<file path="config.mk">
export PLATFORM = sky130hd
export DESIGN_NAME = cache_refill_ctrl
export DESIGN_NICKNAME = d
export VERILOG_FILES = /design/src/rtl/cache_refill_ctrl.sv
export SDC_FILE = /design/constraint.sdc
export NUM_CORES = 1
export LEC_CHECK = 0
export ABC_AREA = 1
export ABC_CLOCK_PERIOD_IN_PS = 4200
export CAP_MARGIN = 20
export CORE_MARGIN = 4
export CORE_UTILIZATION = 50
export DETAILED_ROUTE_END_ITERATION = 10
export PLACE_DENSITY = 0.89
export SYNTH_ARGS = -nofsm -noshare
export SYNTH_HDL_FRONTEND = slang
export SYNTH_SLANG_ARGS = --single-unit
</file>
<file path="constraint.sdc">
create_clock -name clk -period 4.2 [get_ports clk]
set_input_delay 0.84 -clock clk [delete_from_list [all_inputs] [get_ports clk]]
set_output_delay 0.84 -clock clk [all_outputs]
set_load 0.03 [all_outputs]
</file>
<file path="src/rtl/cache_refill_ctrl.sv">
// Cache refill controller: on a miss, optionally writes back the dirty victim
// line word by word, then reads the missing line word by word, assembles it,
// and hands it to the cache with a one-cycle fill write-enable.
//
// Ports:
//   clk, rst                         clock, synchronous active-high reset
//   miss_i, miss_addr_i              miss request and address (taken when idle)
//   victim_dirty_i/addr_i/line_i     victim line to write back if dirty
//   busy_o                           stall the cache while not idle
//   fill_wen_o/addr_o/line_o         filled line presented to the cache
//   mem_req_o/we_o/addr_o/wdata_o    registered memory beat request
//   mem_ack_i, mem_rdata_i           beat completion and read data
module cache_refill_ctrl #(
  parameter int ADDR_W     = 32,
  parameter int WORD_W     = 32,
  parameter int LINE_WORDS = 4
) (
  input  logic                         clk,
  input  logic                         rst,
  input  logic                         miss_i,
  input  logic [ADDR_W-1:0]            miss_addr_i,
  input  logic                         victim_dirty_i,
  input  logic [ADDR_W-1:0]            victim_addr_i,
  input  logic [WORD_W*LINE_WORDS-1:0] victim_line_i,
  output logic                         busy_o,
  output logic                         fill_wen_o,
  output logic [ADDR_W-1:0]            fill_addr_o,
  output logic [WORD_W*LINE_WORDS-1:0] fill_line_o,
  output logic                         mem_req_o,
  output logic                         mem_we_o,
  output logic [ADDR_W-1:0]            mem_addr_o,
  output logic [WORD_W-1:0]            mem_wdata_o,
  input  logic                         mem_ack_i,
  input  logic [WORD_W-1:0]            mem_rdata_i
);

  localparam int LINE_W  = WORD_W * LINE_WORDS;
  localparam int CNT_W   = $clog2(LINE_WORDS);
  localparam int BYTE_SH = $clog2(WORD_W / 8);
  localparam int OFF_W   = $clog2(LINE_WORDS * WORD_W / 8);
  localparam logic [CNT_W-1:0] LAST = CNT_W'(LINE_WORDS - 1);

  typedef enum logic [1:0] {S_IDLE, S_WB, S_RD, S_FILL} state_t;

  state_t              state_q, state_d;
  logic [CNT_W-1:0]    cnt_q, cnt_d;
  logic [ADDR_W-1:0]   miss_base_q, miss_base_d;
  logic [ADDR_W-1:0]   victim_base_q, victim_base_d;
  logic [LINE_W-1:0]   victim_line_q, victim_line_d;
  logic [LINE_W-1:0]   fill_line_q, fill_line_d;
  logic [ADDR_W-1:0]   fill_addr_q, fill_addr_d;
  logic                fill_wen_q, fill_wen_d;
  logic                mem_req_q, mem_req_d;
  logic                mem_we_q, mem_we_d;
  logic [ADDR_W-1:0]   mem_addr_q, mem_addr_d;
  logic [WORD_W-1:0]   mem_wdata_q, mem_wdata_d;
  logic                beat_done;

  function automatic logic [ADDR_W-1:0] line_base(input logic [ADDR_W-1:0] a);
    return a & ~((ADDR_W'(1) << OFF_W) - ADDR_W'(1));
  endfunction

  // A beat only completes while a request is actually outstanding.
  assign beat_done = mem_req_q && mem_ack_i;

  always_comb begin
    state_d       = state_q;
    cnt_d         = cnt_q;
    miss_base_d   = miss_base_q;
    victim_base_d = victim_base_q;
    victim_line_d = victim_line_q;
    fill_line_d   = fill_line_q;
    fill_addr_d   = fill_addr_q;

    case (state_q)
      S_IDLE: begin
        if (miss_i) begin
          miss_base_d   = line_base(miss_addr_i);
          victim_base_d = line_base(victim_addr_i);
          victim_line_d = victim_line_i;
          cnt_d         = '0;
          state_d       = victim_dirty_i ? S_WB : S_RD;
        end
      end
      S_WB: begin
        if (beat_done) begin
          cnt_d = cnt_q + CNT_W'(1);   // wraps to 0 after the last beat
          if (cnt_q == LAST) state_d = S_RD;
        end
      end
      S_RD: begin
        if (beat_done) begin
          fill_line_d[int'(cnt_q)*WORD_W +: WORD_W] = mem_rdata_i;
          cnt_d = cnt_q + CNT_W'(1);
          if (cnt_q == LAST) begin
            state_d     = S_FILL;
            fill_addr_d = miss_base_q;  // visible during the FILL cycle
          end
        end
      end
      S_FILL: begin
        state_d = S_IDLE;
      end
      default: state_d = S_IDLE;
    endcase

    // Memory-side outputs are computed from the next state so they come
    // straight from flops and hold steady until the beat is acknowledged.
    mem_req_d   = (state_d == S_WB) || (state_d == S_RD);
    mem_we_d    = (state_d == S_WB);
    mem_addr_d  = '0;
    mem_wdata_d = '0;
    if (state_d == S_WB) begin
      mem_addr_d  = victim_base_d + (ADDR_W'(cnt_d) << BYTE_SH);
      mem_wdata_d = victim_line_d[int'(cnt_d)*WORD_W +: WORD_W];
    end else if (state_d == S_RD) begin
      mem_addr_d  = miss_base_d + (ADDR_W'(cnt_d) << BYTE_SH);
    end
    fill_wen_d = (state_d == S_FILL);
  end

  always_ff @(posedge clk) begin
    if (rst) begin
      state_q       <= S_IDLE;
      cnt_q         <= '0;
      miss_base_q   <= '0;
      victim_base_q <= '0;
      victim_line_q <= '0;
      fill_line_q   <= '0;
      fill_addr_q   <= '0;
      fill_wen_q    <= 1'b0;
      mem_req_q     <= 1'b0;
      mem_we_q      <= 1'b0;
      mem_addr_q    <= '0;
      mem_wdata_q   <= '0;
    end else begin
      state_q       <= state_d;
      cnt_q         <= cnt_d;
      miss_base_q   <= miss_base_d;
      victim_base_q <= victim_base_d;
      victim_line_q <= victim_line_d;
      fill_line_q   <= fill_line_d;
      fill_addr_q   <= fill_addr_d;
      fill_wen_q    <= fill_wen_d;
      mem_req_q     <= mem_req_d;
      mem_we_q      <= mem_we_d;
      mem_addr_q    <= mem_addr_d;
      mem_wdata_q   <= mem_wdata_d;
    end
  end

  assign busy_o      = (state_q != S_IDLE);
  assign fill_wen_o  = fill_wen_q;
  assign fill_addr_o = fill_addr_q;
  assign fill_line_o = fill_line_q;
  assign mem_req_o   = mem_req_q;
  assign mem_we_o    = mem_we_q;
  assign mem_addr_o  = mem_addr_q;
  assign mem_wdata_o = mem_wdata_q;

endmodule
</file>
==> results of run 1 <==
-- cells in the mapped netlist, types with 3 or more instances --
cell	number	area, um^2
sky130_fd_sc_hd__o21ai_1	12	60.1
sky130_fd_sc_hd__nor2_2	12	75.1
sky130_fd_sc_hd__buf_1	3	11.3
sky130_fd_sc_hd__nor2_1	306	1150
sky130_fd_sc_hd__buf_6	9	101
sky130_fd_sc_hd__buf_2	22	110
sky130_fd_sc_hd__o21ai_2	3	26.3
sky130_fd_sc_hd__nand4_1	64	400
sky130_fd_sc_hd__nand3_1	233	1170
sky130_fd_sc_hd__clkinv_1	5	18.8
sky130_fd_sc_hd__o21ai_0	119	596
sky130_fd_sc_hd__nand2_2	6	37.5
sky130_fd_sc_hd__o211ai_1	4	30.0
sky130_fd_sc_hd__o211a_1	16	160
sky130_fd_sc_hd__a21oi_1	194	971
sky130_fd_sc_hd__a211oi_1	8	60.1
sky130_fd_sc_hd__dfxtp_1	423	8470
sky130_fd_sc_hd__inv_2	7	26.3
sky130_fd_sc_hd__clkbuf_1	99	372
sky130_fd_sc_hd__or2_2	3	18.8
sky130_fd_sc_hd__ha_1	17	213
sky130_fd_sc_hd__buf_4	25	188
sky130_fd_sc_hd__mux2i_1	128	1280
sky130_fd_sc_hd__nor3_1	20	100
sky130_fd_sc_hd__inv_1	140	526
sky130_fd_sc_hd__nand2_1	503	1890
sky130_fd_sc_hd__nor2_4	6	67.6
sky130_fd_sc_hd__nand3_2	3	30.0
-- flip-flops by register name (all words and copies together), names as in the netlist, 32 cells and up --
register	count
fill_line_o	128
miss_base_q	32
fill_addr_o	32
victim_base_q	32
victim_line_q	128
mem_wdata_o	32
mem_addr_o	32
-- final cells by class --
cell class | instances | area share [%]
Multi-Input combinational cell | 1670 | 34.9
Sequential cell | 423 | 34.8
Timing Repair Buffer | 484 | 19.7
Clock buffer | 67 | 5.50
Tap cell | 461 | 2.37
Inverter | 152 | 2.34
Clock inverter | 8 | 0.483
Antenna cell | 1 | 0.0103
-- kinds of logic after synthesis --
logic type / Yosys count / synth area share [%]
and+or+nand+nor: 1157 / 27.1
DFF: 423 / 46.3
AOI/OAI and AO/OA: 365 / 10.8
buffers and inverters: 310 / 7.39
muxes: 128 / 7.00
adders and majority gates: 19 / 1.38
xor gates and xnor gates: 1 / 0.0479
-- worst max-delay path by stage --
stage                                         to  slack (ns)
floorplan              mem_addr_o[26]$_SDFF_PP0_        0.55
global placement       mem_addr_o[26]$_SDFF_PP0_        0.35
detailed placement     mem_addr_o[26]$_SDFF_PP0_        0.33
CTS                 fill_line_o[70]$_SDFFE_PP0P_        0.84
global route           mem_addr_o[26]$_SDFF_PP0_        0.47
finish                 mem_addr_o[26]$_SDFF_PP0_        0.85
-- through the flow --
stage | hold slack [ns] | worst slack, ns | area, um^2 | util [%] | cells
6_report | 0.447 | 0.849 | 24400 | 68.0 | 3266
5_1_grt | 0.470 | 0.465 | 24400 | 68.0 | 3266
4_1_cts | 0.449 | 0.843 | 24300 | 67.9 | 3262
3_5_place_dp | 0.438 | 0.334 | 22900 | 63.8 | 3187
3_3_place_gp | 0.430 | 0.350 | 22900 | 63.8 | 3187
2_1_floorplan | 0.420 | 0.553 | 18300 | - | 2403
-- per-layer routing --
metal / up-vias / global-route usage (%) / part of all wire [%] / wire length [um]
li1: 8673 / - / - / -
met3: 208 / 8.58 / 11 / 6830
met5: - / 0 / 0.034 / 22
met1: 8607 / 37.6 / 38 / 24100
met2: 949 / 50.2 / 47 / 29700
met4: 4 / 14.0 / 5.0 / 3220
-- worst max-delay path, cell delays in order, from the launching register on --
cell	delay [ns]
sky130_fd_sc_hd__dfxtp_1	0.39
sky130_fd_sc_hd__inv_1	0.11
sky130_fd_sc_hd__ha_2	0.34
sky130_fd_sc_hd__inv_1	0.05
sky130_fd_sc_hd__nor3_1	0.16
sky130_fd_sc_hd__inv_1	0.10
sky130_fd_sc_hd__nand2_1	0.09
sky130_fd_sc_hd__nand2_2	0.08
sky130_fd_sc_hd__inv_2	0.09
sky130_fd_sc_hd__ha_1	0.17
sky130_fd_sc_hd__inv_1	0.05
sky130_fd_sc_hd__fa_1	0.40
sky130_fd_sc_hd__inv_1	0.13
sky130_fd_sc_hd__nand2_1	0.09
sky130_fd_sc_hd__nor2_2	0.27
sky130_fd_sc_hd__nand3_1	0.20
sky130_fd_sc_hd__nor2_2	0.21
sky130_fd_sc_hd__nand3_1	0.10
sky130_fd_sc_hd__nand2_1	0.07
sky130_fd_sc_hd__inv_1	0.03
sky130_fd_sc_hd__nand2_1	0.06
sky130_fd_sc_hd__nand2_1	0.04
-- power breakdown --
group | total (uW) | switching [uW] | internal [uW]
Sequential | 4360 | 103 | 4260
Combinational | 2050 | 1310 | 747
Clock | 3960 | 1590 | 2370
Total | 10400 | 3000 | 7370
==> Implementation_results.wiki, run 1 <==
{| class="wikitable"
! Metric !! Value
|-
| Run status || complete, but fails checks
|-
| Violated checks || design-rule violations
|-
| Clock sink count || around 420
|-
| Vias || about 18000
|-
| Slack of the worst reg-to-reg path || roughly 0.85 ns
|-
| Maximum number of pins on one net before global-route repair || 96
|-
| Worst-Skew Late Latency || ~0.57 ns
|-
| Data arrival time at the worst-slack endpoint || 3.81 ns
|-
| Commonest non-fill, non-tap cell in the layout || sky130_fd_sc_hd__nand2_1
|-
| Startpoint types || flop
|-
| Site row count || a little under 70
|-
| Capture endpoint of the worst hold path || victim_base_q[0]$_SDFF_PP0_
|-
| Final Setup Violations || 0
|-
| Worst IR Drop VDD || 0.000381 V
|-
| Hold Fails Final Rpt || 0
|-
| CTS tree || yes
|-
| Avg Synthesized Cell Area || about 7.6 um^2
|-
| Fin crit period || 3.35 ns
|-
| Worst Hold Path Cells || 2
|-
| Warnings, synthesis || 0
|-
| Number of buffers inserted for hold repair after clock tree synthesis || 0
|-
| DP Wirelength || 44900 um
|-
| Length of the first detailed-routing pass in iterations || 9
|-
| Power per cell area || about 430 nW/um^2
|-
| Chip height || 199 um
|-
| Number of nets in the synthesized netlist || around 2700
|-
| Number of buffers added by the clock tree synthesis step || 44
|-
| Via density per instance || approximately 5.6
|-
| Number of distinct library cells after synthesis || 38
|-
| Count of maximum capacitance violations || 0
|-
| Dominant register cell in the synthesized netlist || sky130_fd_sc_hd__dfxtp_1
|-
| RSZ-0062 raised after global routing || false
|-
| Detailed Route Iter0 Violations || between 1500 and 2000
|-
| Fraction of layout instances using a drive strength above 1 || ~5.4%
|-
| Worst flop-to-flop path startpoint || state_q[0]$_SDFF_PP0_
|-
| Tcrit/Tclk final || 79.8%
|-
| Endpoint class of the critical path || flop
|-
| First-pass GRT wire length || 97200 um
|-
| Maximum clock skew at final layout || 0.0166 ns
|-
| Count of buffers added by post-CTS timing repair for setup || 0
|-
| Overall die area || ~40000 um^2
|-
| Total negative slack || 0 ns
|-
| Leading cell types in the layout, fill and taps excluded || sky130_fd_sc_hd__nand2_1, sky130_fd_sc_hd__clkdlybuf4s50_1, sky130_fd_sc_hd__dfxtp_1, sky130_fd_sc_hd__nor2_1, sky130_fd_sc_hd__nand3_1
|-
| Buffers from clock root to sink, at most || 3
|-
| FILL cells || about 2800
|-
| Resized Gates After CTS || 0
|-
| Area occupied by multi-input gates || about 8500 um^2
|-
| Type of the worst min-delay path || reg -> reg
|-
| Area delta synth->final || 33.2%
|-
| Chip Width || 199 um
|-
| Combined flip-flop and latch cell area || between 8000 and 9000 um^2
|-
| Maximum fanout count along the critical path || 8
|-
| H-Tree Depth || 2
|-
| Pleak || between 0.01 and 0.015 uW
|-
| Start point of the worst hold path || victim_base_q[0]$_SDFF_PP0_
|-
| Average routed wire per standard cell || approximately 20 um
|-
| Effective utilization at floorplan || about half
|-
| Share of async-settable or async-resettable flops after synthesis || 0%
|-
| CTS root buffer || sky130_fd_sc_hd__clkbuf_16
|-
| Boundary Pins || 457
|-
| Mapped Area || around 18000 um^2
|-
| All-layer global routing usage || a little under a third
|-
| Layout Nets || just over 3000
|-
| Headroom to the max-slew limit || a little under half
|-
| Maximum clock frequency || slightly below 300 MHz
|-
| Initial antenna violation count || 3
|-
| Worst-Margin Slew || between 0.7 and 0.8 ns
|-
| Crit. Startpoint || state_q[0]$_SDFF_PP0_
|-
| Number of pins exceeding their max-slew limit in the final report || 0
|-
| Remaining Overflow, GRT || 0
|-
| Total routed wirelength || roughly 64000 um
|-
| # DRC || 1
|-
| Power consumption || between 10000 and 15000 uW
|-
| Area of the placeable core || roughly 36000 um^2
|-
| Crit path required time || approximately 4.7 ns
|-
| EDFF count, synth || 0
|-
| Critical path start-end classification || reg -> reg
|-
| Number of flip-flops and latches in the synthesized netlist || between 400 and 500
|-
| Vias in the first global route || between 15000 and 20000
|-
| Weighted congestion at the end of routability-driven global placement || approximately 0.94
|-
| Number of cells on the worst reg-to-reg path || 21
|-
| Reg2Reg Capture Point || mem_addr_o[26]$_SDFF_PP0_
|-
| Number of nets still failing antenna checks after routing || 0
|-
| Share of the yosys chip area belonging to registers || a little under half
|-
| Clock edge transition at the registers on the reported setup and hold paths || ~0.06 ns
|-
| Post-synthesis cell count || 2403
|-
| Number of I/O port buffers || between 400 and 500
|}
Power figures use the tool's default switching activity.
==> inputs of run 2 (changes only) <==
--- a/config.mk
+++ b/config.mk
@@ -6,7 +6,7 @@
 export NUM_CORES = 1
 export LEC_CHECK = 0
 export ABC_AREA = 1
-export ABC_CLOCK_PERIOD_IN_PS = 4200
+export ABC_CLOCK_PERIOD_IN_PS = 3100
 export CAP_MARGIN = 20
 export CORE_MARGIN = 4
 export CORE_UTILIZATION = 50
==> constraint.sdc (replaced) <==
create_clock -name clk -period 3.1 [get_ports clk]
set_input_delay 0.62 -clock clk [delete_from_list [all_inputs] [get_ports clk]]
set_output_delay 0.62 -clock clk [all_outputs]
set_load 0.03 [all_outputs]
==> Implementation_results.wiki, run 2 (synthesis results as in run 1) <==
{| class="wikitable"
! Metric !! Value
|-
| Data arrival time at the worst-slack endpoint || 3.34 ns (was 3.81 ns)
|-
| Global-route layer with the greatest usage || met2 (unchanged)
|-
| Headroom to the max-slew limit || 33.4% (was 46.5%)
|-
| Site row count || 69 (unchanged)
|-
| Maximum clock frequency || 342 MHz (was 298 MHz)
|-
| Effective utilization at floorplan || 51.1% (unchanged)
|-
| Average routed wire per standard cell || 19.5 um (was 19.6 um)
|-
| Detailed Route Iter0 Violations || 1546 (was 1703)
|-
| Vias in the first global route || 18341 (was 17970)
|-
| Layout Nets || 3065 (was 3023)
|-
| Grt met3 use || 7.55% (was 8.58%)
|-
| Fraction of layout instances using a drive strength above 1 || 7.16% (was 5.42%)
|-
| Placed instance area || 23300 um^2 (was 22900 um^2)
|-
| Worst-Skew Late Latency || 0.57 ns (about the same)
|-
| Number of buffers added by the clock tree synthesis step || 45 (was 44)
|-
| Total negative slack || 0 ns (unchanged)
|-
| Capture point of the critical path || mem_addr_o[28]$_SDFF_PP0_ (was mem_addr_o[26]$_SDFF_PP0_)
|-
| Worst IR Drop VDD || 0.000559 V (was 0.000381 V)
|-
| Area delta synth->final || 35.4% (was 33.2%)
|-
| Type of the worst min-delay path || in -> reg (was reg -> reg)
|-
| Worst-Margin Slew || 0.993 ns (was 0.797 ns)
|-
| Crit path required time || 3.51 ns (was 4.66 ns)
|-
| Length of the first detailed-routing pass in iterations || 6 (was 9)
|-
| Slack of the worst reg-to-reg path || 0.17 ns (was 0.85 ns)
|-
| DP Wirelength || 45800 um (was 44900 um)
|-
| Number of I/O port buffers || 448 (unchanged)
|-
| Commonest non-fill, non-tap cell in the layout || sky130_fd_sc_hd__nand2_1 (unchanged)
|-
| Leading cell types in the layout, fill and taps excluded || sky130_fd_sc_hd__nand2_1, sky130_fd_sc_hd__clkdlybuf4s50_1, sky130_fd_sc_hd__dfxtp_1, sky130_fd_sc_hd__nor2_1, sky130_fd_sc_hd__nand3_1 (unchanged)
|-
| Final Setup Violations || 0 (unchanged)
|-
| Crit. Startpoint || state_q[0]$_SDFF_PP0_ (unchanged)
|-
| H-Tree Depth || 2 (unchanged)
|-
| Power consumption || 14100 uW (was 10400 uW)
|-
| Maximum fanout count along the critical path || 4 (was 8)
|-
| Via density per instance || 5.70 (was 5.65)
|-
| Hold Fails Final Rpt || 0 (unchanged)
|-
| Run status || finished, final reports clean (was complete, but fails checks)
|-
| Vias || 18882 (was 18441)
|-
| Number of pins exceeding their max-slew limit in the final report || 0 (unchanged)
|-
| Power per cell area || 569 nW/um^2 (was 426 nW/um^2)
|-
| Cell Count, Final, Fillers Out || 3310 (was 3266)
|-
| Fin area || 24800 um^2 (was 24400 um^2)
|-
| Remaining Overflow, GRT || 0 (unchanged)
|-
| Maximum clock skew at final layout || 0.0227 ns (was 0.0166 ns)
|-
| Chip height || 199 um (unchanged)
|-
| Tcrit/Tclk final || 94.4% (was 79.8%)
|-
| Total routed wirelength || 64600 um (was 63900 um)
|-
| Startpoint types || flop (unchanged)
|-
| Clock edge transition at the registers on the reported setup and hold paths || 0.06 ns (about the same)
|-
| First-pass GRT wire length || 98400 um (was 97200 um)
|-
| CTS tree || yes (unchanged)
|-
| Critical path start-end classification || reg -> reg (unchanged)
|-
| All-layer global routing usage || 30.9% (was 30.6%)
|-
| Number of cells on the worst reg-to-reg path || 21 (unchanged)
|-
| Buffers from clock root to sink, at most || 3 (unchanged)
|-
| Clock sink count || 423 (unchanged)
|-
| Worst flop-to-flop path startpoint || state_q[0]$_SDFF_PP0_ (unchanged)
|-
| M1 GR Usage || 37.7% (was 37.6%)
|-
| Number of nets still failing antenna checks after routing || 0 (unchanged)
|-
| Fin crit period || 2.93 ns (was 3.35 ns)
|-
| # DRC || 0 (was 1)
|-
| Boundary Pins || 457 (unchanged)
|-
| Reg2Reg Capture Point || mem_addr_o[28]$_SDFF_PP0_ (was mem_addr_o[26]$_SDFF_PP0_)
|-
| CTS root buffer || sky130_fd_sc_hd__clkbuf_16 (unchanged)
|-
| Endpoint class of the critical path || flop (unchanged)
|-
| Area of the placeable core || 35800 um^2 (unchanged)
|-
| Count of maximum capacitance violations || 0 (unchanged)
|-
| Initial antenna violation count || 4 (was 3)
|-
| Overall die area || 39700 um^2 (unchanged)
|-
| Maximum number of pins on one net before global-route repair || 168 (was 96)
|-
| Cell total after placement || 3228 (was 3187)
|-
| Chip Width || 199 um (unchanged)
|-
| Weighted congestion at the end of routability-driven global placement || 0.967 (was 0.936)
|-
| Pleak || 0.0105 uW (was 0.0103 uW)
|-
| Met2 usage || 50.7% (was 50.2%)
|}
run 2: changes by cell type in the layout (fill, tap and decap cells not counted), sizes merged:
cell,change
inv,+1
clkinv,+3
clkbuf,-1
clkinvlp,+1
buf,+41
bufinv,-1
run 2: routing by layer:
layer,vias to the layer above,routed length (um)
li1,8756,-
met1,8873,24500
met2,1028,30300
met3,219,6180
met4,6,3620
met5,-,47
run 2: report_power, final:
part,internal (uW),switching [uW]
Combinational,1090,1800
Sequential,5770,146
Clock,3100,2180
Total,9970,4130
run 2: metrics by stage:
step                setup slack, ns  hold WS, ns  utilization (%)
floorplan                   0.00927        0.420                -
global placement             -0.180        0.431             65.0
detailed placement           -0.268        0.437             65.0
CTS                          0.0112        0.402             69.0
global route               -0.00250        0.434             69.2
finish                        0.173        0.428             69.2
run 2: how the worst min path moves through the flow:
stage,from,to,cells past startpoint
after floorplan,victim_base_q[0]$_SDFF_PP0_,victim_base_q[0]$_SDFF_PP0_,2
after global placement,victim_base_q[1]$_SDFF_PP0_,victim_base_q[1]$_SDFF_PP0_,2
after detailed placement,miss_base_q[7]$_SDFF_PP0_,fill_addr_o[7]$_SDFFE_PP0P_,2
after CTS,rst,miss_base_q[6]$_SDFF_PP0_,2
after global routing,rst,miss_base_q[6]$_SDFF_PP0_,2
final,rst,miss_base_q[6]$_SDFF_PP0_,2
run 2: area by class of cell:
cell class	instances	area (um^2)
inverter	152	576
clock inverter	12	123
sequential	423	8470
fill	2708	11100
antenna	1	2.50
timing repair buffer	525	5180
clock buffer	66	1320
multi-input combinational	1670	8530
tap	461	577
run 2: repair_timing:
item / CTS / global route
hold buffers: 0 / 0
gates resized for setup: 1 / 7
endpoints found under the setup margin: 1 / 22
pin swaps: 0 / 4
endpoints found under the hold margin: 0 / 0
buffers inserted: 0 / 2
run 2: critical path, stage by stage (launching register included):
cell and delay [ns]:
sky130_fd_sc_hd__dfxtp_2 0.36, sky130_fd_sc_hd__inv_2 0.08, sky130_fd_sc_hd__ha_4 0.27, sky130_fd_sc_hd__inv_1 0.04, sky130_fd_sc_hd__nor3_1 0.15, sky130_fd_sc_hd__inv_1 0.07
sky130_fd_sc_hd__nand2_1 0.07, sky130_fd_sc_hd__nand2_2 0.07, sky130_fd_sc_hd__inv_2 0.08, sky130_fd_sc_hd__ha_2 0.19, sky130_fd_sc_hd__inv_1 0.05, sky130_fd_sc_hd__fa_1 0.39
sky130_fd_sc_hd__inv_1 0.11, sky130_fd_sc_hd__nand2_2 0.09, sky130_fd_sc_hd__nor2_4 0.17, sky130_fd_sc_hd__nand2_1 0.10, sky130_fd_sc_hd__nor2_2 0.16, sky130_fd_sc_hd__nand2_1 0.07
sky130_fd_sc_hd__nand2_1 0.07, sky130_fd_sc_hd__nand2_1 0.05, sky130_fd_sc_hd__nand2_1 0.06, sky130_fd_sc_hd__a21oi_1 0.06
